<file path="config.mk">
export PLATFORM = sky130hd
export DESIGN_NAME = ul_acc_pipe
export DESIGN_NICKNAME = d
export VERILOG_FILES = /design/src/rtl/ul_acc_pipe.sv
export SDC_FILE = /design/constraint.sdc
export NUM_CORES = 1
export LEC_CHECK = 0
export BUFFER_PORTS_ARGS = -buffer_cell sky130_fd_sc_hd__buf_2
export CAP_MARGIN = 20
export CORE_MARGIN = 1.5
export CORE_UTILIZATION = 27
export DETAILED_ROUTE_END_ITERATION = 7
export GPL_TIMING_DRIVEN = 1
export PLACE_DENSITY = 0.45
export RECOVER_POWER = 25
export REMOVE_ABC_BUFFERS = 1
export SLEW_MARGIN = 15
export SYNTH_ARGS = -nofsm -noshare
export SYNTH_HDL_FRONTEND = slang
export SYNTH_SLANG_ARGS = --single-unit
</file>
<file path="constraint.sdc">
create_clock -name clk -period 2.13 [get_ports clk]
set_clock_uncertainty 0.1 [all_clocks]
set_input_delay 0.3195 -clock clk [delete_from_list [all_inputs] [get_ports clk]]
set_output_delay 0.3195 -clock clk [all_outputs]
set_load 0.1 [all_outputs]
</file>
<file path="src/rtl/ul_acc_pipe.sv">
// ul_acc_pipe: registered AND/OR/XOR/NOT unit with accumulator and op counter.
// Optional zero/parity flags are built only when UL_FLAGS_EN is defined.
module ul_acc_pipe #(
    parameter int               WIDTH    = 8,
    parameter int               CNT_W    = 8,
    parameter logic [WIDTH-1:0] ACC_INIT = '0
) (
    input  logic             clk,
    input  logic             rst,
    input  logic             in_valid,
    output logic             in_ready,
    input  logic [WIDTH-1:0] a,
    input  logic [WIDTH-1:0] b,
    input  logic [1:0]       s,
    input  logic             acc_sel,
    input  logic             acc_clr,
    output logic             out_valid,
    input  logic             out_ready,
    output logic [WIDTH-1:0] result,
    output logic [CNT_W-1:0] op_cnt
`ifdef UL_FLAGS_EN
    ,
    output logic             zero,
    output logic             parity
`endif
);

    logic             accept;
    logic [WIDTH-1:0] acc;
    logic [WIDTH-1:0] opa;
    logic [WIDTH-1:0] f;
    logic             cnt_full;

    // One-entry output stage: free when empty or being drained now.
    assign in_ready = !out_valid || out_ready;
    assign accept   = in_valid && in_ready;
    assign opa      = acc_sel ? acc : a;
    assign cnt_full = &op_cnt;

    // Fully decoded op select; every code is legal.
    always_comb begin
        f = '0;
        unique case (s)
            2'b00: f = opa & b;
            2'b01: f = opa | b;
            2'b10: f = opa ^ b;
            2'b11: f = ~opa;
        endcase
    end

    // Output valid: set on accept, cleared when drained with no refill.
    always_ff @(posedge clk or posedge rst) begin
        if (rst)
            out_valid <= 1'b0;
        else if (accept)
            out_valid <= 1'b1;
        else if (out_ready)
            out_valid <= 1'b0;
    end

    // Result register loads only on accept and otherwise holds.
    always_ff @(posedge clk or posedge rst) begin
        if (rst)
            result <= '0;
        else if (accept)
            result <= f;
    end

    // Accumulator: clear wins over the update from a same-cycle accept.
    always_ff @(posedge clk or posedge rst) begin
        if (rst)
            acc <= ACC_INIT;
        else if (acc_clr)
            acc <= ACC_INIT;
        else if (accept)
            acc <= f;
    end

    // Saturating count of accepted transactions.
    always_ff @(posedge clk or posedge rst) begin
        if (rst)
            op_cnt <= '0;
        else if (accept && !cnt_full)
            op_cnt <= op_cnt + 1'b1;
    end

`ifdef UL_FLAGS_EN
    // Flags track the value written into result.
    always_ff @(posedge clk or posedge rst) begin
        if (rst) begin
            zero   <= 1'b1;
            parity <= 1'b0;
        end else if (accept) begin
            zero   <= (f == '0);
            parity <= ^f;
        end
    end
`endif

endmodule
</file>
### Word level (Yosys, flattened, before mapping)

Cells that the tools add are included.

* reduce and logical (&&, ||, !) cells: 9
* bitwise logic cells: 4
* multiplexer cells: 6
* $add $sub $neg: 1
* equal/unequal tests: 3

Operator list (count)
* $pmux 8 s4: 1
* $mux 8: 3
* $add 8x1->8 const B: 1
* $and 8x8->8: 1
* $not 8->8: 1
* $or 8x8->8: 1
* $reduce_and 8->1: 1
* $xor 8x8->8: 1
* $eq 2x2->1 const B: 2
* $reduce_bool 2->1: 2
* $eq 2x1->1 const B: 1
* $logic_and 1x1->1: 2
* $logic_not 1->1: 2
* $logic_not 2->1: 1
* $mux 1: 2
* $logic_or 1x1->1: 1

* flip-flop bits (word level): 25
* output and inout port bits: 18
* logic and storage cells: 27

### Longest topological paths before layout

Gate-level depths: netlist of the first run.

* word-level depth: 5
* mapped depth: 7
* gate-level depth less buffers: 6

### Worst setup path before layout of the first run

No wires, ideal clock.

* kind: reg-to-reg
* start point: register out_valid
* end point: register op_cnt[1]
* buffers on the path: 1
* path slack: -0.851 ns
* library setup time: 0.126 ns
* data arrival time: 2.756 ns
* stages on the path, launching flop included: 6
* data required time: 1.904 ns
* cells stage by stage: dfrtp_1 -> nand2b_1 -> and2_1 -> buf_2 -> o21ai_2 -> mux2_2

* cells in the longest elaborated chain, start to end: 4

Ends and longest elaborated chain
* start, declared: line 17 `output logic out_valid,`
* start signal, assigned: line 54 `out_valid <= 1'b0;`
* start signal, assigned: line 56 `out_valid <= 1'b1;`
* start signal, assigned: line 58 `out_valid <= 1'b0;`
* $logic_not 1->1: line 35 `assign in_ready = !out_valid || out_ready;`
* $logic_or 1x1->1: line 35
* named net in_ready: line 11 `output logic in_ready,`
* $logic_and 1x1->1: line 36 `assign accept = in_valid && in_ready;`
* $logic_and 1x1->1: line 83 `else if (accept && !cnt_full)`
* end signal, assigned: line 84 `op_cnt <= op_cnt + 1'b1;`
* end, declared: line 20 `output logic [CNT_W-1:0] op_cnt`

The timed path passes the listed nets, and every way through them passes these cells.
A chain may end at the register's enable or synchronous reset.

### Final worst setup path of the first run

* start point: register acc[0]
* end point: register acc[0]

* cells in the longest elaborated chain, start to end: 5

Ends and longest elaborated chain
* start, declared: line 29 `logic [WIDTH-1:0] acc;`
* start signal, assigned: line 72 `acc <= ACC_INIT;`
* start signal, assigned: line 74 `acc <= ACC_INIT;`
* start signal, assigned: line 76 `acc <= f;`
* $mux 8 *: line 37 `assign opa = acc_sel ? acc : a;`
* $xor 8x8->8, or another cell as far along: line 46 `2'b10: f = opa ^ b;`
* $pmux 8 s4 *: line 43 `unique case (s)`
* $mux 8 *: line 75 `else if (accept)`
* $mux 8 *: line 73 `else if (acc_clr)`

Every way passes the cells marked *; elsewhere a longest branch is shown, timed or not. The select of a mux whose other input is x is not followed.

==> results of run 1 <==
==> metrics by stage <==
step           instances  utilization  cell area [um2]  power (uW)
2_1_floorplan        159            -             1514        1468
3_3_place_gp         276       0.3320             1839        1668
3_5_place_dp         276       0.3320             1839        1668
4_1_cts              281       0.3421             1896        1974
5_1_grt              281       0.3417             1893        2061
6_report             281       0.3417             1893        1946
==> layer usage <==
layer,global-route usage,vias up
li1,-,651
met1,0.1808,595
met2,0.2112,15
met3,0.01724,2
met4,0.05263,0
met5,0,-
==> layout make-up <==
cell class	instances	share of cell area
clock inverter	1	0.002644
clock buffer	3	0.02181
tap	72	0.04759
multi-input combinational	114	0.4296
inverter	20	0.03966
sequential	25	0.3305
timing repair buffer	46	0.1282
==> critical path: cells and delay by family (launching register included) <==
family / cells / cell delay, ns
flip-flops: 1 / 0.39
AO/OA/AOI/OAI: 1 / 0.07
AND/OR/NAND/NOR: 1 / 0.10
multiplexers: 2 / 0.69
adder cells (fa/ha/maj): 1 / 0.28
==> placed cells by master, fill, tap and decap left out <==
cell,Yosys,final
a211oi_1,1,1
a21oi_1,16,16
a221o_1,7,7
and2_1,2,2
and3_1,1,1
buf_2,5,41
buf_4,0,3
clkbuf_2,0,1
clkbuf_8,0,3
clkinv_2,0,1
dfrtp_1,25,25
dlygate4sd3_1,0,1
ha_1,17,17
inv_1,20,20
mux2_2,4,4
mux2i_1,8,8
mux4_2,1,1
nand2_1,32,32
nand2b_1,3,3
nand3_1,2,2
nand4_1,1,1
nor2_1,3,3
nor3_1,3,3
o211ai_1,7,7
o21ai_0,2,2
o21ai_2,1,1
or2_2,1,1
xnor2_1,1,1
xor2_1,1,1
==> power groups by stage <==
| stage | Combinational [uW] | Sequential [uW] | Clock (uW) |
|---|---|---|---|
| after global placement | 1000 | 664 | 0 |
| after global routing | 1060 | 669 | 330 |
| after floorplan | 227 | 1240 | 0 |
| after CTS | 1010 | 653 | 312 |
| final | 999 | 652 | 296 |
| after detailed placement | 1010 | 663 | 0 |
==> worst max-delay path by stage <==
| stage | end | cells after the start |
|---|---|---|
| 5_1_grt | acc[0]$_DFFE_PP0P_ | 5 |
| 3_3_place_gp | acc[0]$_DFFE_PP0P_ | 6 |
| 2_1_floorplan | op_cnt[6]$_DFFE_PP0P_ | 4 |
| 3_5_place_dp | acc[0]$_DFFE_PP0P_ | 6 |
| 6_report | acc[0]$_DFFE_PP0P_ | 5 |
| 4_1_cts | acc[0]$_DFFE_PP0P_ | 5 |
==> flip-flops by register name (all words and copies together) (netlist names) <==
signal	cells
acc	8
op_cnt	8
result	8
out_valid	1
==> Yosys cell counts (2+ instances only) <==
cell type / count / area share
nor3_1: 3 / 0.0096
nand2b_1: 3 / 0.012
nor2_1: 3 / 0.0072
a21oi_1: 16 / 0.051
and2_1: 2 / 0.0080
inv_1: 20 / 0.048
o21ai_0: 2 / 0.0064
mux2_2: 4 / 0.029
ha_1: 17 / 0.14
dfrtp_1: 25 / 0.40
mux2i_1: 8 / 0.051
buf_2: 5 / 0.016
a221o_1: 7 / 0.045
nand3_1: 2 / 0.0064
nand2_1: 32 / 0.077
o211ai_1: 7 / 0.034
==> what timing repair did <==
item,CTS,global route
endpoints found under the setup margin,0,0
hold endpoints to repair,14,0
hold buffers,1,0
==> cells by family after synthesis <==
logic type                 after synthesis
and+or+nand+nor                         48
adders and majority gates               17
DFF                                     25
AOI/OAI and AO/OA                       34
buffers and inverters                   28
xor gates and xnor gates                 2
muxes                                   13
==> flow_summary.ini, run 1 <==
[status]
outcome = complete, no violations

[drt]
final_antenna_net_count = 0
drc = 0
first_pass_iters = 4
drtIter0Drc = 39
wl_met2_um = 1773
num_vias = 1263
routed.top_layer = met4
wl_per_cell_um = 13.33
viasPerCell = 4.495
wl_met1_um = 1841
wl_met3_um = 91
wl_um = 3746

[power]
p_comb_frac = 0.513
power.density_nw_per_um2 = 1028
power_frac_clock = 0.152
power_frac_seq = 0.335
p_int_uw = 892.6
p_leak_uw = 0.001029
netSwitchingFraction = 0.5414
vdd_ir_drop_max_mv = 0.4383
p_sw_uw = 1054

[floorplan]
core_area_um2 = 5540
start_util = 0.2812
die_area_um2 = 6234
rows = 27
die_w_um = 78.96
die_height_um = 78.96
pin_count = 42

[worst_hold_path]
hold_path_end = out_valid$_DFFE_PP0P_
hold_class = input pin to flip-flop
hold_depth = 2
hp-start = in_valid

[cts]
cts_resized = 0
clock_path_buffers = 2
clk_pin_slew_ns = 0.10
clock_sinks = 25
cts_tree = done
post-cts-setup-buffer-count = 0
cts_buffers = 3
htreeDepth = 1
clk_latency_ns = 0.27
cts-root-buf = clkbuf_8

[critical_path]
cp_slowest_stage_delay_ns = 0.46
crit_fanout = 3
r2r_cells = 5
startpoint = acc[0]$_DFFE_PP0P_
cp.required_ns = 2.19
crit_chain = mux2i_1 > ha_1 > mux4_2 > nand2_1 > a21oi_1
crit_arrival_ns = 1.79
r2r_slack_ns = 0.40
cpMaxStageDelayCell = mux4_2
r2r-end = acc[0]$_DFFE_PP0P_
endpoint_kind = flip-flop
reg2reg_from = acc[0]$_DFFE_PP0P_
crit_type = flip-flop to flip-flop
cp-start-kind = flip-flop

[yosys]
synth_compound_area_frac = 0.1470
synth-main-ff-cell = dfrtp_1
seq_area_frac_synth = 0.4016
synthCells = 167
syn_avg_cell_area_um2 = 9.328
ys_types = 27
async_reset_ff_frac = 1.000
synthAdderAreaFrac = 0.1365
ys_ff_latch = 25
synth_xor_area_frac = 0.01124
synth-simple-area-share = 0.1325
synth.cell_area_um2 = 1558
yosys-mux-area-fraction = 0.09478
synth_top_family_by_area = compound AO/OA/AOI/OAI gates
synth_warnings = 0
synth-edff-count = 0

[placed_design]
pre_cts_slack_ns = 0.08113
gp_congestion = 0.7606
post-dp-hpwl_um = 2688
io_buffers = 41

[sta]
finalCritPeriodShare = 0.8133
max-slew-margin-rel = 0.5581
drv_slew = 0
finalSetupTns_ns = 0
finalSetupViolations = 0
worstMarginPinSlew_ns = 0.6629
period_minus_slack_ns = 1.732
max_freq_mhz = 577.3
rsz0062_at_grt = no
fin_ws_ns = 0.3978
hold_viol_final = 0
holdWs_ns = 0.1610

[final_layout]
nFillCells = 605
final_nets = 251
antenna_cells = 0
multi_input_area_um2 = 813.3
area.sequential_um2 = 625.6
drive_gt1_frac = 0.2679
syn2layout_area_growth_pct = 21.53

[global_routing]
grt_max_degree = 26
grtUsageTotal = 0.1322
grt_pass1_vias = 1281
grt_pass1_wl_um = 6313
grt_overflow = 0
grt_antenna_before_repair = 0

[job]
cap_violations = 0
(Power assumes the default switching activity.)
==> inputs of run 2 (changes only) <==
--- a/config.mk
+++ b/config.mk
@@ -11,7 +11,7 @@
 export CORE_UTILIZATION = 27
 export DETAILED_ROUTE_END_ITERATION = 7
 export GPL_TIMING_DRIVEN = 1
-export PLACE_DENSITY = 0.45
+export PLACE_DENSITY = 0.46
 export RECOVER_POWER = 25
 export REMOVE_ABC_BUFFERS = 1
 export SLEW_MARGIN = 15
==> constraint.sdc (replaced) <==
create_clock -name clk -period 1.5 [get_ports clk]
set_clock_uncertainty 0.1 [all_clocks]
set_input_delay 0.225 -clock clk [delete_from_list [all_inputs] [get_ports clk]]
set_output_delay 0.225 -clock clk [all_outputs]
set_load 0.1 [all_outputs]
==> run 2 against run 1 <==
Compared with the run above:
- the run now ends with negative setup slack left
- setup slack got worse by 0.59 ns
- register-to-register slack got worse by 0.59 ns
- worst hold slack got worse by 0.048 ns
- critical path depth unchanged
- combinational power increased by 86%
- sequential share of layout area decreased by 5.3 points
- maximum frequency increased by 2.2%
- sequential cell count unchanged
- global-route usage decreased by 0.51 points
- final cell count increased by 11%
- core utilization increased by 6.7 points
- largest power group unchanged
- highest routed layer unchanged
==> flow_summary.ini, run 2 (synthesis results as in run 1) <==
[status]
outcome = complete, but fails checks
violations = negative setup slack

[power]
power.density_nw_per_um2 = 1416
p_leak_uw = 0.001190
vdd_ir_drop_max_mv = 0.6641

[critical_path]
crit_fanout = 3
cp.required_ns = 1.55
worst-path-buf-inv = 0
cp_slowest_stage_delay_ns = 0.47
endpoint_kind = flip-flop
crit_chain = mux2i_2 > ha_1 > mux4_2 > nand2_2 > a21oi_2
crit_arrival_ns = 1.75
crit_family = multiplexers
cpMaxStageDelayCell = mux4_2
crit_type = flip-flop to flip-flop
reg2reg_from = acc[0]$_DFFE_PP0P_
startpoint = acc[0]$_DFFE_PP0P_
cp-start-kind = flip-flop

[cts]
clk_latency_ns = 0.27
clk_pin_slew_ns = 0.08
cts_buffers = 3
cts-root-buf = clkbuf_8
clock_sinks = 25
clock_path_buffers = 2
cts_tree = done
htreeDepth = 1

[placed_design]
placed_cells = 299
postPlaceCellArea_um2 = 2069
io_buffers = 41
gp_congestion = 0.7971
post-dp-hpwl_um = 2962

[global_routing]
grt_max_degree = 26
grt_overflow = 0
grt_pass1_wl_um = 6327
grt_antenna_before_repair = 0
grt_pass1_vias = 1356
grtUsageTotal = 0.1271

[sta]
worstMarginPinSlew_ns = 0.6450
fin_ws_ns = -0.1956
drv_slew = 0
max_freq_mhz = 589.8
rsz0062_at_grt = yes
hold_viol_final = 0
period_minus_slack_ns = 1.696
max-slew-margin-rel = 0.5700
finalCritPeriodShare = 1.130
finalSetupViolations = 16

[drt]
drtIter0Drc = 102
wl_per_cell_um = 12.62
first_pass_iters = 4
viasPerCell = 4.482
drc = 0
num_vias = 1394
final_antenna_net_count = 0
wl_um = 3926

[floorplan]
die_w_um = 78.96
die_area_um2 = 6234
pin_count = 42
start_util = 0.2812
die_height_um = 78.96
core_area_um2 = 5540
rows = 27

[job]
cap_violations = 0

[final_layout]
nFillCells = 589
drive_gt1_frac = 0.4142
layout_common_cells = buf_2 (34), buf_4 (32), nand2_1 (30)
antenna_cells = 0
final_nets = 281
top_regs = acc (8), op_cnt (8), result (8)
final_area_um2 = 2263
syn2layout_area_growth_pct = 45.30
final_common_cell = buf_2
instances_no_fill = 311

[worst_hold_path]
hold_class = input pin to flip-flop
hp-start = in_valid
==> run 2: changes by cell type in the layout (fill, tap and decap cells not counted), moves of 3 or more <==
cell,change
clkbuf_4,+3
buf_2,-7
nor3_1,-3
buf_12,+4
buf_4,+29
==> run 2: layer usage <==
metal | share of wire | GRT usage
met5 | 0 | 0
met4 | 0.0059 | 0.02105
met3 | 0.025 | 0.01954
met2 | 0.49 | 0.2155
met1 | 0.48 | 0.1739
==> run 2: path summary, 6_finish.rpt <==
kind | slack (ns) | cells after the start | end
min reg2reg | 0.38 | 2 | result[0]$_DFFE_PP0P_
max reg2reg | -0.20 | 5 | acc[0]$_DFFE_PP0P_
max | -0.20 | 5 | acc[0]$_DFFE_PP0P_
max in group asynchronous | 0.29 | 4 | op_cnt[2]$_DFFE_PP0P_
min | 0.11 | 2 | out_valid$_DFFE_PP0P_
min in group asynchronous | 0.55 | 4 | op_cnt[1]$_DFFE_PP0P_
==> run 2: what timing repair did <==
action,CTS,global route
endpoints found under the hold margin,25,0
setup endpoints to repair,21,26
pin swaps,22,12
gates resized for setup,7,16
setup buffers,4,3
hold buffers,1,0
==> run 2: layout make-up <==
type	count	area, um2	area share
Sequential cell	25	628.1	0.2775
Clock inverter	1	5.005	0.002211
Multi-Input combinational cell	114	884.6	0.3908
Inverter	20	75.07	0.03317
Tap cell	72	90.09	0.03980
Timing Repair Buffer	76	539.3	0.2383
Clock buffer	3	41.29	0.01824
==> run 2: worst reg2reg max path: stages (launching register included) <==
cell	delay [ns]
dfrtp_1	0.41
mux2i_2	0.21
ha_1	0.26
mux4_2	0.47
nand2_2	0.09
a21oi_2	0.05
==> run 2: through the flow <==
stage               total power [uW]  setup TNS (ns)  hold slack, ns  setup WS (ns)  utilization
floorplan                       2085          -32.13          0.1523         -1.554            -
global placement                2647          -5.034          0.1997        -0.3510       0.3735
detailed placement              2659          -5.242          0.1962        -0.3940       0.3735
CTS                             3112          -2.087         0.08137        -0.2031       0.3941
global route                    3364          -3.319          0.1101        -0.2784       0.4085
finish                          3205          -1.641          0.1126        -0.1956       0.4085
==> run 2: power by group <==
group	switching [uW]	total (uW)	internal, uW
registers	134	943	809
clock network	216	402	186
logic	1270	1860	594
total	1620	3210	1590
==> inputs of run 3 (changes only) <==
--- a/config.mk
+++ b/config.mk
@@ -9,11 +9,11 @@
 export CAP_MARGIN = 20
 export CORE_MARGIN = 1.5
 export CORE_UTILIZATION = 27
+export CTS_CLUSTER_SIZE = 8
 export DETAILED_ROUTE_END_ITERATION = 7
 export GPL_TIMING_DRIVEN = 1
 export PLACE_DENSITY = 0.46
 export RECOVER_POWER = 25
-export REMOVE_ABC_BUFFERS = 1
 export SLEW_MARGIN = 15
 export SYNTH_ARGS = -nofsm -noshare
 export SYNTH_HDL_FRONTEND = slang
==> run 3 against run 2 <==
Compared with the run above:
- the run still ends with negative setup slack left
- sequential power increased by 3.8%
- first-iteration DRC count decreased by 68%
- clock power decreased by 1%
- critical path type unchanged
- largest cell class unchanged
==> flow_summary.ini, run 3 (synthesis results as in run 1) <==
[status]
outcome = complete, but fails checks
violations = negative setup slack

[worst_hold_path]
hold_class = input pin to flip-flop
hold_path_end = acc[0]$_DFFE_PP0P_
hp-start = acc_clr
hold_depth = 2

[drt]
drc = 0
num_vias = 1391
wl_um = 3739
drtIter0Drc = 33
wl_per_cell_um = 12.22
viasPerCell = 4.546
final_antenna_net_count = 0
first_pass_iters = 4

[sta]
finalCritPeriodShare = 1.141
rsz0062_at_grt = yes
worstMarginPinSlew_ns = 0.6306
finalSetupTns_ns = -1.450
period_minus_slack_ns = 1.712
hold_viol_final = 0
max_freq_mhz = 584.2
drv_slew = 0
fin_ws_ns = -0.2116
max-slew-margin-rel = 0.5796
finalSetupViolations = 16

[power]
netSwitchingFraction = 0.4960
p_sw_uw = 1589
p_leak_uw = 0.001180
vdd_ir_drop_max_mv = 0.8294
p_int_uw = 1614
power_frac_clock = 0.124
power.density_nw_per_um2 = 1397
power_frac_seq = 0.306
p_comb_frac = 0.571

[critical_path]
cp.required_ns = 1.56
r2r_cells = 5
endpoint_kind = flip-flop
crit_arrival_ns = 1.77
crit_type = flip-flop to flip-flop
worst-path-buf-inv = 0
crit_fanout = 3
cp-start-kind = flip-flop
cp_slowest_stage_delay_ns = 0.47
crit_chain = mux2i_2 > ha_1 > mux4_2 > nand2_2 > a21oi_2
crit_family = multiplexers
r2r-end = acc[0]$_DFFE_PP0P_
r2r_slack_ns = -0.21
reg2reg_from = acc[0]$_DFFE_PP0P_
startpoint = acc[0]$_DFFE_PP0P_
cpMaxStageDelayCell = mux4_2

[cts]
clk_latency_ns = 0.26
clock_path_buffers = 2
cts-root-buf = clkbuf_8
clk_pin_slew_ns = 0.09
cts_buffers = 3
cts_tree = done
htreeDepth = 1
clock_sinks = 25

[global_routing]
grt_max_degree = 26
grt_antenna_before_repair = 0
grt_overflow = 0
grt_pass1_vias = 1363
grt_pass1_wl_um = 6327
grtUsageTotal = 0.1291

[final_layout]
syn2layout_area_growth_pct = 47.23
antenna_cells = 0
top_regs = acc (8), op_cnt (8), result (8)
final_area_um2 = 2293
multi_input_area_um2 = 913.4
area.sequential_um2 = 646.9
nFillCells = 578
final_common_cell = buf_2
final_nets = 276
drive_gt1_frac = 0.4530
layout_common_cells = buf_2 (36), nand2_1 (30), buf_4 (25)

[floorplan]
rows = 27
start_util = 0.2812
die_area_um2 = 6234
die_height_um = 78.96
core_area_um2 = 5540
die_w_um = 78.96
pin_count = 42

[placed_design]
gp_congestion = 0.7287
io_buffers = 41
postPlaceCellArea_um2 = 2145
post-dp-hpwl_um = 2928
pre_cts_slack_ns = -0.3738

[yosys]
synth_fp_nets = 208

[job]
cap_violations = 0
## run 3: cell types whose count changed in the layout (fill, tap and decap cells not counted), moves of 2 or more
cell | previous run | this run
buf_4 | 32 | 25
dfrtp_1 | 23 | 16
dfrtp_4 | 0 | 4
dfrtp_2 | 2 | 5
buf_12 | 4 | 6
buf_2 | 34 | 36
clkbuf_4 | 3 | 1
mux2i_1 | 6 | 4
mux2i_2 | 2 | 4
## run 3: through the flow
step	power [uW]	std cells	utilization	hold WS, ns
after detailed placement	2765	293	0.3871	0.1993
after global placement	2757	293	0.3871	0.2025
after floorplan	2219	167	-	0.1521
after global routing	3383	306	0.4140	0.1357
final	3203	306	0.4140	0.1281
after CTS	3188	303	0.4063	0.1305
## run 3: per-layer routing
metal | routed length, um | track usage | vias up
li1 | - | - | 702
met1 | 1808 | 0.1719 | 666
met2 | 1808 | 0.2207 | 21
met3 | 97 | 0.02529 | 2
met4 | 25 | 0.02105 | 0
met5 | 0 | 0 | -
## run 3: power groups by stage
stage                     sequential, uW  combinational, uW  clock (uW)
final                                979               1830         396
after global routing                 998               1930         451
after CTS                            980               1790         415
after detailed placement             991               1770           0
after global placement               991               1770           0
after floorplan                     1820                399           0
## run 3: what timing repair did
item	CTS	global route
setup endpoints to repair	16	22
hold endpoints to repair	25	0
buffers inserted	5	3
hold buffers	1	0
pin swaps	22	19
gates resized for setup	4	6
## run 3: area by class of cell
cell class,instances,share of cell area
Inverter,20,0.03273
Sequential cell,25,0.2821
Multi-Input combinational cell,114,0.3983
Timing Repair Buffer,71,0.2275
Clock buffer,3,0.01800
Tap cell,72,0.03928
Clock inverter,1,0.002182
## run 3: worst max path at each step
stage / endpoint / slack (ns) / cells after the start
2_1_floorplan: op_cnt[1]$_DFFE_PP0P_ / -0.35 / 5
3_3_place_gp: acc[6]$_DFFE_PP0P_ / -0.40 / 7
3_5_place_dp: acc[6]$_DFFE_PP0P_ / -0.37 / 7
4_1_cts: result[0]$_DFFE_PP0P_ / -0.23 / 5
5_1_grt: result[0]$_DFFE_PP0P_ / -0.28 / 5
6_report: acc[0]$_DFFE_PP0P_ / -0.21 / 5
